$ cat src/rtl/elevator_n.sv
// SCAN-policy elevator controller for FLOORS floors with latched hall/car calls
// and an automatic door dwell timeout. All outputs are registered Moore outputs.
module elevator_n #(
    parameter int FLOORS = 4,
    parameter int FSW    = $clog2(FLOORS + 1),
    parameter int DWELL  = 8
) (
    input  logic              clk,
    input  logic              rst,
    input  logic [FLOORS-1:0] UP,
    input  logic [FLOORS-1:0] DOWN,
    input  logic [FLOORS-1:0] FLOOR,
    input  logic              DC,
    input  logic [FSW-1:0]    FS,
    output logic              door,
    output logic [1:0]        direction,
    output logic [FSW-1:0]    cur_floor,
    output logic [FLOORS-1:0] pending
);

    localparam int TW = $clog2(DWELL);
    localparam logic [FLOORS-1:0] TOP_BIT = {1'b1, {(FLOORS-1){1'b0}}};
    localparam logic [FLOORS-1:0] BOT_BIT = {{(FLOORS-1){1'b0}}, 1'b1};
    localparam logic [1:0] DIR_IDLE = 2'b00;
    localparam logic [1:0] DIR_UP   = 2'b01;
    localparam logic [1:0] DIR_DN   = 2'b10;

    typedef enum logic [1:0] {S_CLOSING, S_OPENED, S_UP, S_DOWN} state_t;

    state_t            state_q, state_d;
    logic [FSW-1:0]    cur_floor_q, cur_floor_d;
    logic [FLOORS-1:0] up_q, up_d, dn_q, dn_d, car_q, car_d;
    logic              sweep_up_q, sweep_up_d;
    logic [TW-1:0]     timer_q, timer_d;
    logic              door_q, door_d;
    logic [1:0]        dir_q, dir_d;

    logic [FLOORS-1:0] up_in, dn_in, car_in, eff, cur_oh, fs_oh;
    logic              any_above, any_below, fs_above, fs_below;
    logic              fs_up_hit, fs_dn_hit;

    function automatic logic [FLOORS-1:0] floor_oh(input logic [FSW-1:0] f);
        logic [FLOORS-1:0] m;
        for (int i = 0; i < FLOORS; i++) m[i] = (int'(f) == i + 1);
        return m;
    endfunction

    function automatic logic [FLOORS-1:0] above_mask(input logic [FSW-1:0] f);
        logic [FLOORS-1:0] m;
        for (int i = 0; i < FLOORS; i++) m[i] = (i + 1 > int'(f));
        return m;
    endfunction

    function automatic logic [FLOORS-1:0] below_mask(input logic [FSW-1:0] f);
        logic [FLOORS-1:0] m;
        for (int i = 0; i < FLOORS; i++) m[i] = (i + 1 < int'(f));
        return m;
    endfunction

    always_comb begin
        // Top-floor up and bottom-floor down buttons have no meaning.
        up_in     = UP & ~TOP_BIT;
        dn_in     = DOWN & ~BOT_BIT;
        car_in    = FLOOR;
        cur_oh    = floor_oh(cur_floor_q);
        fs_oh     = floor_oh(FS);
        eff       = up_q | dn_q | car_q | up_in | dn_in | car_in;
        any_above = |(eff & above_mask(cur_floor_q));
        any_below = |(eff & below_mask(cur_floor_q));
        fs_above  = |(eff & above_mask(FS));
        fs_below  = |(eff & below_mask(FS));
        fs_up_hit = (int'(FS) == int'(cur_floor_q) + 1);
        fs_dn_hit = (int'(FS) >= 1) && (int'(FS) + 1 == int'(cur_floor_q));

        state_d     = state_q;
        cur_floor_d = cur_floor_q;
        sweep_up_d  = sweep_up_q;
        timer_d     = timer_q;
        up_d        = up_q | up_in;
        dn_d        = dn_q | dn_in;
        car_d       = car_q | car_in;

        case (state_q)
            S_CLOSING: begin
                if (|(eff & cur_oh)) begin
                    state_d = S_OPENED;
                    up_d    = up_d & ~cur_oh;
                    dn_d    = dn_d & ~cur_oh;
                    car_d   = car_d & ~cur_oh;
                    timer_d = '0;
                end else if (DC && (any_above || any_below)) begin
                    if (sweep_up_q && any_above) begin
                        state_d = S_UP;
                    end else if (any_below) begin
                        state_d    = S_DOWN;
                        sweep_up_d = 1'b0;
                    end else begin
                        state_d    = S_UP;
                        sweep_up_d = 1'b1;
                    end
                end
            end
            S_OPENED: begin
                // Calls for the open floor are already served; they only hold the door.
                up_d  = up_q | (up_in & ~cur_oh);
                dn_d  = dn_q | (dn_in & ~cur_oh);
                car_d = car_q | (car_in & ~cur_oh);
                if (|(car_in & ~cur_oh)) begin
                    state_d = S_CLOSING;
                    timer_d = '0;
                end else if (|((up_in | dn_in | car_in) & cur_oh)) begin
                    timer_d = '0;
                end else if (timer_q == TW'(DWELL - 1)) begin
                    state_d = S_CLOSING;
                    timer_d = '0;
                end else begin
                    timer_d = timer_q + TW'(1);
                end
            end
            S_UP: begin
                if (fs_up_hit) begin
                    cur_floor_d = FS;
                    if (|(fs_oh & (car_d | up_d)) || !fs_above) begin
                        car_d   = car_d & ~fs_oh;
                        up_d    = up_d & ~fs_oh;
                        state_d = S_OPENED;
                        timer_d = '0;
                        if (!fs_above) begin
                            dn_d       = dn_d & ~fs_oh;
                            sweep_up_d = 1'b0;
                        end
                    end
                end
            end
            S_DOWN: begin
                if (fs_dn_hit) begin
                    cur_floor_d = FS;
                    if (|(fs_oh & (car_d | dn_d)) || !fs_below) begin
                        car_d   = car_d & ~fs_oh;
                        dn_d    = dn_d & ~fs_oh;
                        state_d = S_OPENED;
                        timer_d = '0;
                        if (!fs_below) begin
                            up_d       = up_d & ~fs_oh;
                            sweep_up_d = 1'b1;
                        end
                    end
                end
            end
            default: state_d = S_CLOSING;
        endcase

        door_d = (state_d != S_OPENED);
        case (state_d)
            S_UP:    dir_d = DIR_UP;
            S_DOWN:  dir_d = DIR_DN;
            default: dir_d = DIR_IDLE;
        endcase
    end

    always_ff @(posedge clk) begin
        if (rst) begin
            state_q     <= S_CLOSING;
            cur_floor_q <= FSW'(1);
            up_q        <= '0;
            dn_q        <= '0;
            car_q       <= '0;
            sweep_up_q  <= 1'b1;
            timer_q     <= '0;
            door_q      <= 1'b1;
            dir_q       <= DIR_IDLE;
        end else begin
            state_q     <= state_d;
            cur_floor_q <= cur_floor_d;
            up_q        <= up_d;
            dn_q        <= dn_d;
            car_q       <= car_d;
            sweep_up_q  <= sweep_up_d;
            timer_q     <= timer_d;
            door_q      <= door_d;
            dir_q       <= dir_d;
        end
    end

    assign door      = door_q;
    assign direction = dir_q;
    assign cur_floor = cur_floor_q;
    assign pending   = up_q | dn_q | car_q;

endmodule

$ cat config.mk
export PLATFORM = sky130hd
export DESIGN_NAME = elevator_n
export DESIGN_NICKNAME = d
export VERILOG_FILES = /design/src/rtl/elevator_n.sv
export SDC_FILE = /design/constraint.sdc
export NUM_CORES = 1
export LEC_CHECK = 0
export CAP_MARGIN = 15
export CORE_UTILIZATION = 40
export DETAILED_ROUTE_END_ITERATION = 10
export PLACE_DENSITY = 0.6
export SLEW_MARGIN = 20
export SYNTH_ARGS = -nofsm -noshare
export SYNTH_HDL_FRONTEND = slang
export SYNTH_SLANG_ARGS = --single-unit
$ cat constraint.sdc
create_clock -name clk -period 3.6 [get_ports clk]
set_input_delay 0.72 -clock clk [delete_from_list [all_inputs] [get_ports clk]]
set_output_delay 0.72 -clock clk [all_outputs]
set_load 0.05 [all_outputs]
Yosys cells after proc, flatten, opt, wreduce, memory -nomap -nowiden
Index checks and enable logic that the tools add are counted.
{"block": "word_totals", "input_bits": 18, "register_bits": 24, "output_inout_bits": 10, "elab_cells": 169}
{"block": "classes", "eq_ne": 27, "mux": 56, "addsub": 3, "n_bitwise": 34, "n_reduce_logical": 23, "order_cmp": 17}
{"operator": "$mux W4", "n": 17}
{"operator": "$and A4 B4 Y4", "n": 16}
{"operator": "$or A4 B4 Y4", "n": 12}
{"operator": "$pmux W4 S4", "n": 3}
{"operator": "$reduce_or A4 Y1", "n": 9}
{"operator": "$mux W3", "n": 10}
{"operator": "$eq A3 B3 Y1 const B", "n": 7}
{"operator": "$ne A2 B2 Y1 const B", "n": 10}
{"operator": "$mux W2", "n": 9}
{"operator": "$gt A2 B3 Y1 const A", "n": 4}
{"operator": "$lt A2 B3 Y1 const A", "n": 4}
{"operator": "$mux W1", "n": 12}
{"operator": "$pmux W3 S4", "n": 1}
{"operator": "$reduce_and A10 Y1", "n": 1}
{"operator": "$add A3 B1 Y4 const B", "n": 2}
{"operator": "$eq A2 B2 Y1 const B", "n": 4}
{"operator": "$not A4 Y4", "n": 2}
{"operator": "$or A4 B3 Y4", "n": 2}
{"operator": "$pmux W2 S4", "n": 1}
{"operator": "$eq A3 B2 Y1 const B", "n": 2}
{"operator": "$gt A1 B3 Y1 const A", "n": 2}
{"operator": "$gt A3 B3 Y1 const A", "n": 2}
{"operator": "$lt A1 B3 Y1 const A", "n": 2}
{"operator": "$lt A3 B3 Y1 const A", "n": 2}
{"operator": "other kinds (19)", "n": 24}

Depth between registers and ports, before layout
Gate-level depths: netlist (run 1).
{"block": "depth", "word_depth": 14, "mapped_depth": 10, "depth_no_buf": 9}

Worst setup path before layout (run 1)
Ideal clock, no wire load.
{"block": "synth_path", "path_kind": "input -> register", "start": "input port FS[1]", "end": "register car_q[1]", "path_buffers": 1, "required_ns": 3.513, "setup_slack_ns": 0.695, "setup_ns": 0.087, "arrival_ns": 2.818, "path_stages": 10, "cell_sequence": "clkbuf_1 inv_1 ha_1 or3_1 a22o_1 and4_1 nor2_1 o21ai_0 a311o_1 o31ai_1"}
{"block": "synth_via", "elab_chain_cells": 8, "word_cells_on_any_way": 36, "classes_between": "add/sub: 1; order compare: 9; eq/ne: 6; mux: 5; bitwise: 6; reduce/logical: 9"}
{"item": "from (decl)", "line": "14", "source": "input logic [FSW-1:0] FS,"}
{"item": "$lt A1 B3 Y1 (tied with other cells)", "line": "56", "source": "for (int i = 0; i < FLOORS; i++) m[i] = (i + 1 < int'(f));"}
{"item": "$and A4 B4 Y4 (on tied branches)", "line": "71, 70"}
{"item": "$reduce_or A4 Y1 (on tied branches)", "line": "71, 70"}
{"item": "$logic_not A1 Y1"}
{"item": "$logic_or A1 B1 Y1 (on tied branches)", "line": "138, 123"}
{"item": "$mux W4 (on tied branches)", "line": "138, 123"}
{"item": "$mux W4 (on tied branches)", "line": "136, 121"}
{"item": "$pmux W4 S4 (*)", "line": "83", "source": "case (state_q)"}
{"item": "to (signal assigned)", "line": "177", "source": "car_q <= car_d;"}
{"item": "to (decl)", "line": "32", "source": "logic [FLOORS-1:0] up_q, up_d, dn_q, dn_d, car_q, car_d;"}
Mark *: on every way between the ends. The rest lies on a longest branch, timed or not.
A chain may end at the register's enable or synchronous reset.

Worst setup path in the final report (run 1)
{"block": "layout_path", "start": "input port UP[2]", "end": "register up_q[3]"}
{"block": "layout_via", "elab_chain_cells": 10, "word_cells_on_any_way": 24, "classes_between": "mux: 7; bitwise: 9; reduce/logical: 8"}
{"item": "from (decl)", "line": "10", "source": "input logic [FLOORS-1:0] UP,"}
{"item": "$or A4 B3 Y4", "line": "67", "source": "eff = up_q | dn_q | car_q | up_in | dn_in | car_in;"}
{"item": "$or A4 B4 Y4 (2 in series)", "line": "67"}
{"item": "$and A4 B4 Y4 (on tied branches)", "line": "71, 70"}
{"item": "$reduce_or A4 Y1 (on tied branches)", "line": "71, 70"}
{"item": "$logic_not A1 Y1"}
{"item": "$logic_or A1 B1 Y1 (on tied branches)", "line": "138, 123"}
{"item": "$mux W4 (on tied branches)", "line": "138, 123"}
{"item": "$mux W4 (on tied branches)", "line": "136, 121"}
{"item": "$pmux W4 S4 (*)", "line": "83"}
{"item": "to (signal assigned)", "line": "175", "source": "up_q <= up_d;"}
{"item": "to (decl)", "line": "32"}
Marked as above.

==> results of run 1 <==
[registers in the layout, summed over array words and instances, names as in the netlist]
register / cells
timer_q: 3
up_q: 4
state_q: 2
cur_floor: 3
door: 1
car_q: 4
dn_q: 4
sweep_up_q: 1
direction: 2
[worst max-delay path by stage]
stage / from / end
after CTS: UP[0] / door$_SDFF_PP1_
after detailed placement: UP[0] / door$_SDFF_PP1_
after global placement: UP[0] / door$_SDFF_PP1_
after floorplan: FS[1] / car_q[1]$_SDFF_PP0_
after global routing: UP[2] / door$_SDFF_PP1_
final: UP[2] / up_q[3]$_SDFFE_PP0P_
[layout by cell type, fill, tap and decap left out, drive strengths merged, types with 10 or more instances in the layout]
cell type	count
nor2	27
clkdlybuf4s50	25
dfxtp	24
nand2	21
a21oi	18
buf	17
inv	16
ha	12
nor3	11
a211oi	10
[cell type report]
class	instances	area (µm²)
Sequential cell	24	480
Clock inverter	1	30.0
Clock buffer	3	41.3
Inverter	16	60.1
Timing Repair Buffer	42	378
Tap cell	67	83.8
Multi-Input combinational cell	211	1440
Fill cell	480	2270
[worst max-delay path: cells and delay by family]
family / cells / cell delay (ns)
buffers and inverters: 1 / 0.45
AOI/OAI and AO/OA: 4 / 1.22
and+or+nand+nor: 3 / 0.95
[power breakdown]
| group | switching [µW] | internal [µW] |
|---|---|---|
| Sequential | 77.1 | 327 |
| Combinational | 525 | 333 |
| Clock | 107 | 149 |
[metal layers]
| layer | GRT usage (%) | vias to the layer above | routed length [µm] |
|---|---|---|---|
| met4 | 10.5 | 0 | 210 |
| met3 | 3.31 | 24 | 514 |
| met5 | 0 | - | 0 |
| met2 | 42.4 | 124 | 2910 |
| li1 | - | 1067 | - |
| met1 | 34.1 | 1019 | 2840 |
[cells by family after synthesis]
kind of cell    after synthesis
simple gates                 98
mux                           3
fa+ha+maj                    12
buf+inv                      27
xor+xnor                      4
compound gates               94
flops                        24
[through the flow]
stage | instances | power [µW]
floorplan | 262 | 983
global placement | 360 | 1250
detailed placement | 360 | 1250
CTS | 364 | 1510
global route | 364 | 1610
finish | 364 | 1520
==> results_dict.tcl, run 1 <==
set metrics [dict create \
    run_status "finished, final reports clean" \
    clockBufferDepth 2 \
    portBuffers 25 \
    async_flop_share_pct 0 \
    rows 25 \
    fin_area_um2 2510 \
    start_kind "primary input" \
    grt_pass1_vias 2116 \
    gp_congestion 0.967 \
    period_needed_ns 3.17 \
    r2r_start "cur_floor[2]$_SDFFE_PP0P_" \
    synth_fp_nets 292 \
    utilization_pct 52.5 \
    netlist_area_um2 2020 \
    cts_resized 0 \
    dp_hpwl_um 4920 \
    path_cells "clkdlybuf4s50_1 -> nor4_1 -> nand2_1 -> o311ai_0 -> nand2_1 -> a21oi_1 -> o21ai_0 -> a311oi_1" \
    fin_ws_ns 0.431 \
    crit_required_ns 3.76 \
    synth_cell_types 53 \
    synth_seq_area_share_pct 23.7 \
    synth_flop_cell "dfxtp_1" \
    setup_viol 0 \
    tightest_slew_ns 0.707 \
    worstPathMaxFanout 5 \
    rr_endpoint "door$_SDFF_PP1_" \
    path_clk_slew_ns 0.11 \
    synth-simple-area-share_pct 25.5 \
    synth_fa_ha_area_share_pct 7.42 \
    dieArea_um2 5350 \
    synth_warnings 0 \
    clock_sinks 24 \
    syn_avg_cell_area_um2 7.72 \
    synth_top_area_share_pct 23.7 \
    hold_slack_ns 0.493 \
    synth_common_cells "nor2_1 (27), dfxtp_1 (24), nand2_1 (21), a21oi_1 (18), inv_1 (16)" \
    total_leakage_power_uw 0.000960 \
    antenna_found_initial 0 \
    synth_xor_area_share_pct 1.73 \
    critical-path-max-stage-delay_ns 0.45 \
    cp_slowest_cell "clkdlybuf4s50_1" \
    core_um2 4790 \
    slew_violations 0 \
    dp_slack_ns 0.148 \
    synth-seq-cells 24 \
    drt_pre_antenna_iters 5 \
    critPathKind "primary input to flip-flop" \
    synth_enable_flop_cells 0 \
    hold_violations 0 \
    clk_latency_ns 0.28 \
    fin_skew_ns 0.0100 \
    worstHoldPathCells 1 \
    final.period_utilization_pct 88.0 \
    setup_tns_ns 0 \
    grt_max_degree 25 \
    track_usage_pct 25.8 \
    drtIter0Drc 220 \
    die_h_um 73.1 \
    clockRootBuffer "clkbuf_8" \
    syn2layout_area_growth_pct 24.3 \
    die_width_um 73.1 \
    rr_worst_depth 9 \
    synthCells 262 \
    critPathArrivalTime_ns 3.33 \
    max_freq_mhz 316 \
    slew_headroom_pct 52.7 \
    yosysTopAreaCell "dfxtp_1" \
    htreeDepth 1 \
    end_kind "flip-flop" \
    numCtsBuffers 3 \
    num_vias 2234 \
    cpMostUsedCell "nand2_1" \
    cts_tree "built" \
    grt_pass1_wl_um 10500 \
    start_util_pct 42.3 \
    dpl_cell_area_um2 2440 \
    synthMuxAreaShare_pct 1.48 \
    fin_nets 328 \
    wl_per_cell_um 17.8 \
    drive_gt1_share_pct 10.8 \
    synth.area.top_cells "dfxtp_1 (24%), ha_1 (7.4%), nor2_1 (5.0%)" \
    yosysMostFrequentCell "nor2_1" \
    wl_um 6470 \
    vias_per_cell 6.14 \
    irDropWorstVdd_mv 0.306 \
    power_density_nw_per_um2 604 \
    worstHoldStart "timer_q[1]$_SDFFE_PP0P_" \
    antenna-diode-count 0 \
    io-pin-count 28 \
    ff2ff_setup_slack_ns 0.84 \
    synth_top_family_by_area "compound AO/OA/AOI/OAI gates" \
    hold_end "timer_q[1]$_SDFFE_PP0P_" \
    ant_nets 0 \
    rsz0062_at_grt "no" \
    remaining_drc_errors 0 \
    postCtsSetupBuffers 0 \
    synth_compound_area_share_pct 35.1 \
    hp-class "flip-flop to flip-flop" \
    cap_violations 0 \
    grt-ovfl-total 0 \
    cts_hold_buf 0 \
]
No activity file was read; power rests on OpenSTA's default activity.
==> inputs of run 2 (changes only) <==
--- a/config.mk
+++ b/config.mk
@@ -9,6 +9,7 @@
 export CORE_UTILIZATION = 40
 export DETAILED_ROUTE_END_ITERATION = 10
 export PLACE_DENSITY = 0.6
+export REMOVE_ABC_BUFFERS = 1
 export SLEW_MARGIN = 20
 export SYNTH_ARGS = -nofsm -noshare
 export SYNTH_HDL_FRONTEND = slang
==> results_dict.tcl, run 2 (synthesis gave the netlist of run 1 again) <==
set metrics [dict create \
    crit_required_ns 3.76 \
    use_met1_pct 32.9 \
    vias_per_cell 5.96 \
    ant_nets 0 \
    path_cells "clkdlybuf4s50_1 -> nor4_4 -> buf_4 -> a21oi_1 -> o311ai_0 -> nand2_1 -> a21oi_1 -> o21bai_1 -> or3_1" \
    cp.buffers_inverters 2 \
    syn2layout_area_growth_pct 23.1 \
    hold_slack_ns 0.460 \
    core_um2 4790 \
    hold_violations 0 \
    grt-busiest-layer "met2" \
    track_usage_pct 24.8 \
    drtIter0Drc 140 \
    fin_nets 327 \
    hold_end "up_q[3]$_SDFFE_PP0P_" \
    worstHoldStart "up_q[3]$_SDFFE_PP0P_" \
    rr_worst_depth 7 \
    antenna_found_initial 0 \
    path_clk_slew_ns 0.09 \
    clockBufferDepth 2 \
    rr_endpoint "door$_SDFF_PP1_" \
    cts_hold_buf 0 \
    grt_pass1_wl_um 10100 \
    grt-ovfl-total 0 \
    final_common_cell "nor2_1" \
    r2r_start "car_q[2]$_SDFF_PP0_" \
    io-pin-count 28 \
    cp_slowest_cell "clkdlybuf4s50_1" \
    rsz0062_at_grt "no" \
    num_vias 2162 \
    cts_tree "built" \
    use_met2_pct 41.2 \
    tightest_slew_ns 0.745 \
    wl_per_cell_um 17.4 \
    mostFrequentLayoutCells "nor2_1 (27), clkdlybuf4s50_1 (25), dfxtp_1 (24)" \
    final.period_utilization_pct 88.2 \
    grt_max_degree 24 \
    clk_latency_ns 0.27 \
    setup_tns_ns 0 \
    cts_resized 0 \
    max_freq_mhz 315 \
    worstPathMaxFanout 5 \
    crit_family "simple AND/OR/NAND/NOR gates" \
    grt_pass1_vias 2007 \
    critPathKind "primary input to flip-flop" \
    die_width_um 73.1 \
    dp_hpwl_um 4820 \
    slew_violations 0 \
    clockRootBuffer "clkbuf_8" \
    top_regs "car_q (4), dn_q (4), up_q (4)" \
    end_kind "flip-flop" \
    drt_pre_antenna_iters 5 \
    htreeDepth 1 \
    antenna-diode-count 0 \
    gp_congestion 0.967 \
    irDropWorstVdd_mv 0.344 \
    dieArea_um2 5350 \
    postCtsSetupBuffers 0 \
    remaining_drc_errors 0 \
    start_kind "primary input" \
    power_density_nw_per_um2 582 \
    cap_violations 0 \
    period_needed_ns 3.17 \
    wl_um 6310 \
    ff2ff_setup_slack_ns 0.97 \
    total_leakage_power_uw 0.000948 \
    critical-path-max-stage-delay_ns 0.49 \
    fin_skew_ns 0.00285 \
    numCtsBuffers 3 \
    crit_start "UP[0]" \
    die_h_um 73.1 \
    portBuffers 25 \
    start_util_pct 42.3 \
    drive_gt1_share_pct 10.5 \
    run_status "finished, final reports clean" \
    cpMostUsedCell "a21oi_1" \
    hp-class "flip-flop to flip-flop" \
    worstHoldPathCells 2 \
    clock_sinks 24 \
    critPathArrivalTime_ns 3.34 \
    setup_viol 0 \
    slew_headroom_pct 50.2 \
    use_met3_pct 4.01 \
    rows 25 \
]
run 2: area by class of cell:
type / count / area, µm²
Clock buffer: 4 / 55.1
Fill cell: 499 / 2290
Inverter: 16 / 60.1
Multi-Input combinational cell: 211 / 1440
Sequential cell: 24 / 480
Tap cell: 67 / 83.8
Timing Repair Buffer: 41 / 370
run 2: how the worst max path moves through the flow:
stage                      end  depth (start not counted)
2_1_floorplan  door$_SDFF_PP1_                          7
3_3_place_gp   door$_SDFF_PP1_                          9
3_5_place_dp   door$_SDFF_PP1_                          9
4_1_cts        door$_SDFF_PP1_                          9
5_1_grt        door$_SDFF_PP1_                          8
6_report       door$_SDFF_PP1_                          9
run 2: power breakdown:
part	total (µW)	switching [µW]	leakage [µW]	internal (µW)
clock	189	91.4	0.0000288	97.8
combinational	858	528	0.000722	331
sequential	402	75.0	0.000197	327
run 2: through the flow:
| step | area (µm²) | worst slack (ns) | utilization, % | std cells | total power, µW |
|---|---|---|---|---|---|
| after global placement | 2440 | 0.180 | 50.9 | 359 | 1250 |
| after CTS | 2490 | 0.416 | 52.1 | 363 | 1450 |
| after global routing | 2490 | 0.152 | 52.1 | 363 | 1540 |
| final | 2490 | 0.426 | 52.1 | 363 | 1450 |
| after floorplan | 1980 | 0.859 | - | 251 | 967 |
| after detailed placement | 2440 | 0.119 | 50.9 | 359 | 1250 |
run 2: worst reg2reg max path: cells and delay by family (launching register included):
| family | cells | cell delay, ns |
|---|---|---|
| compound gates | 3 | 0.86 |
| flops | 1 | 0.34 |
| simple gates | 4 | 1.32 |
run 2: metal layers:
metal  vias up  part of all wire [%]
li1       1060                     -
met1       979                    44
met2       107                    46
met3        16                   7.7
met4         0                   2.3
met5         -                     0
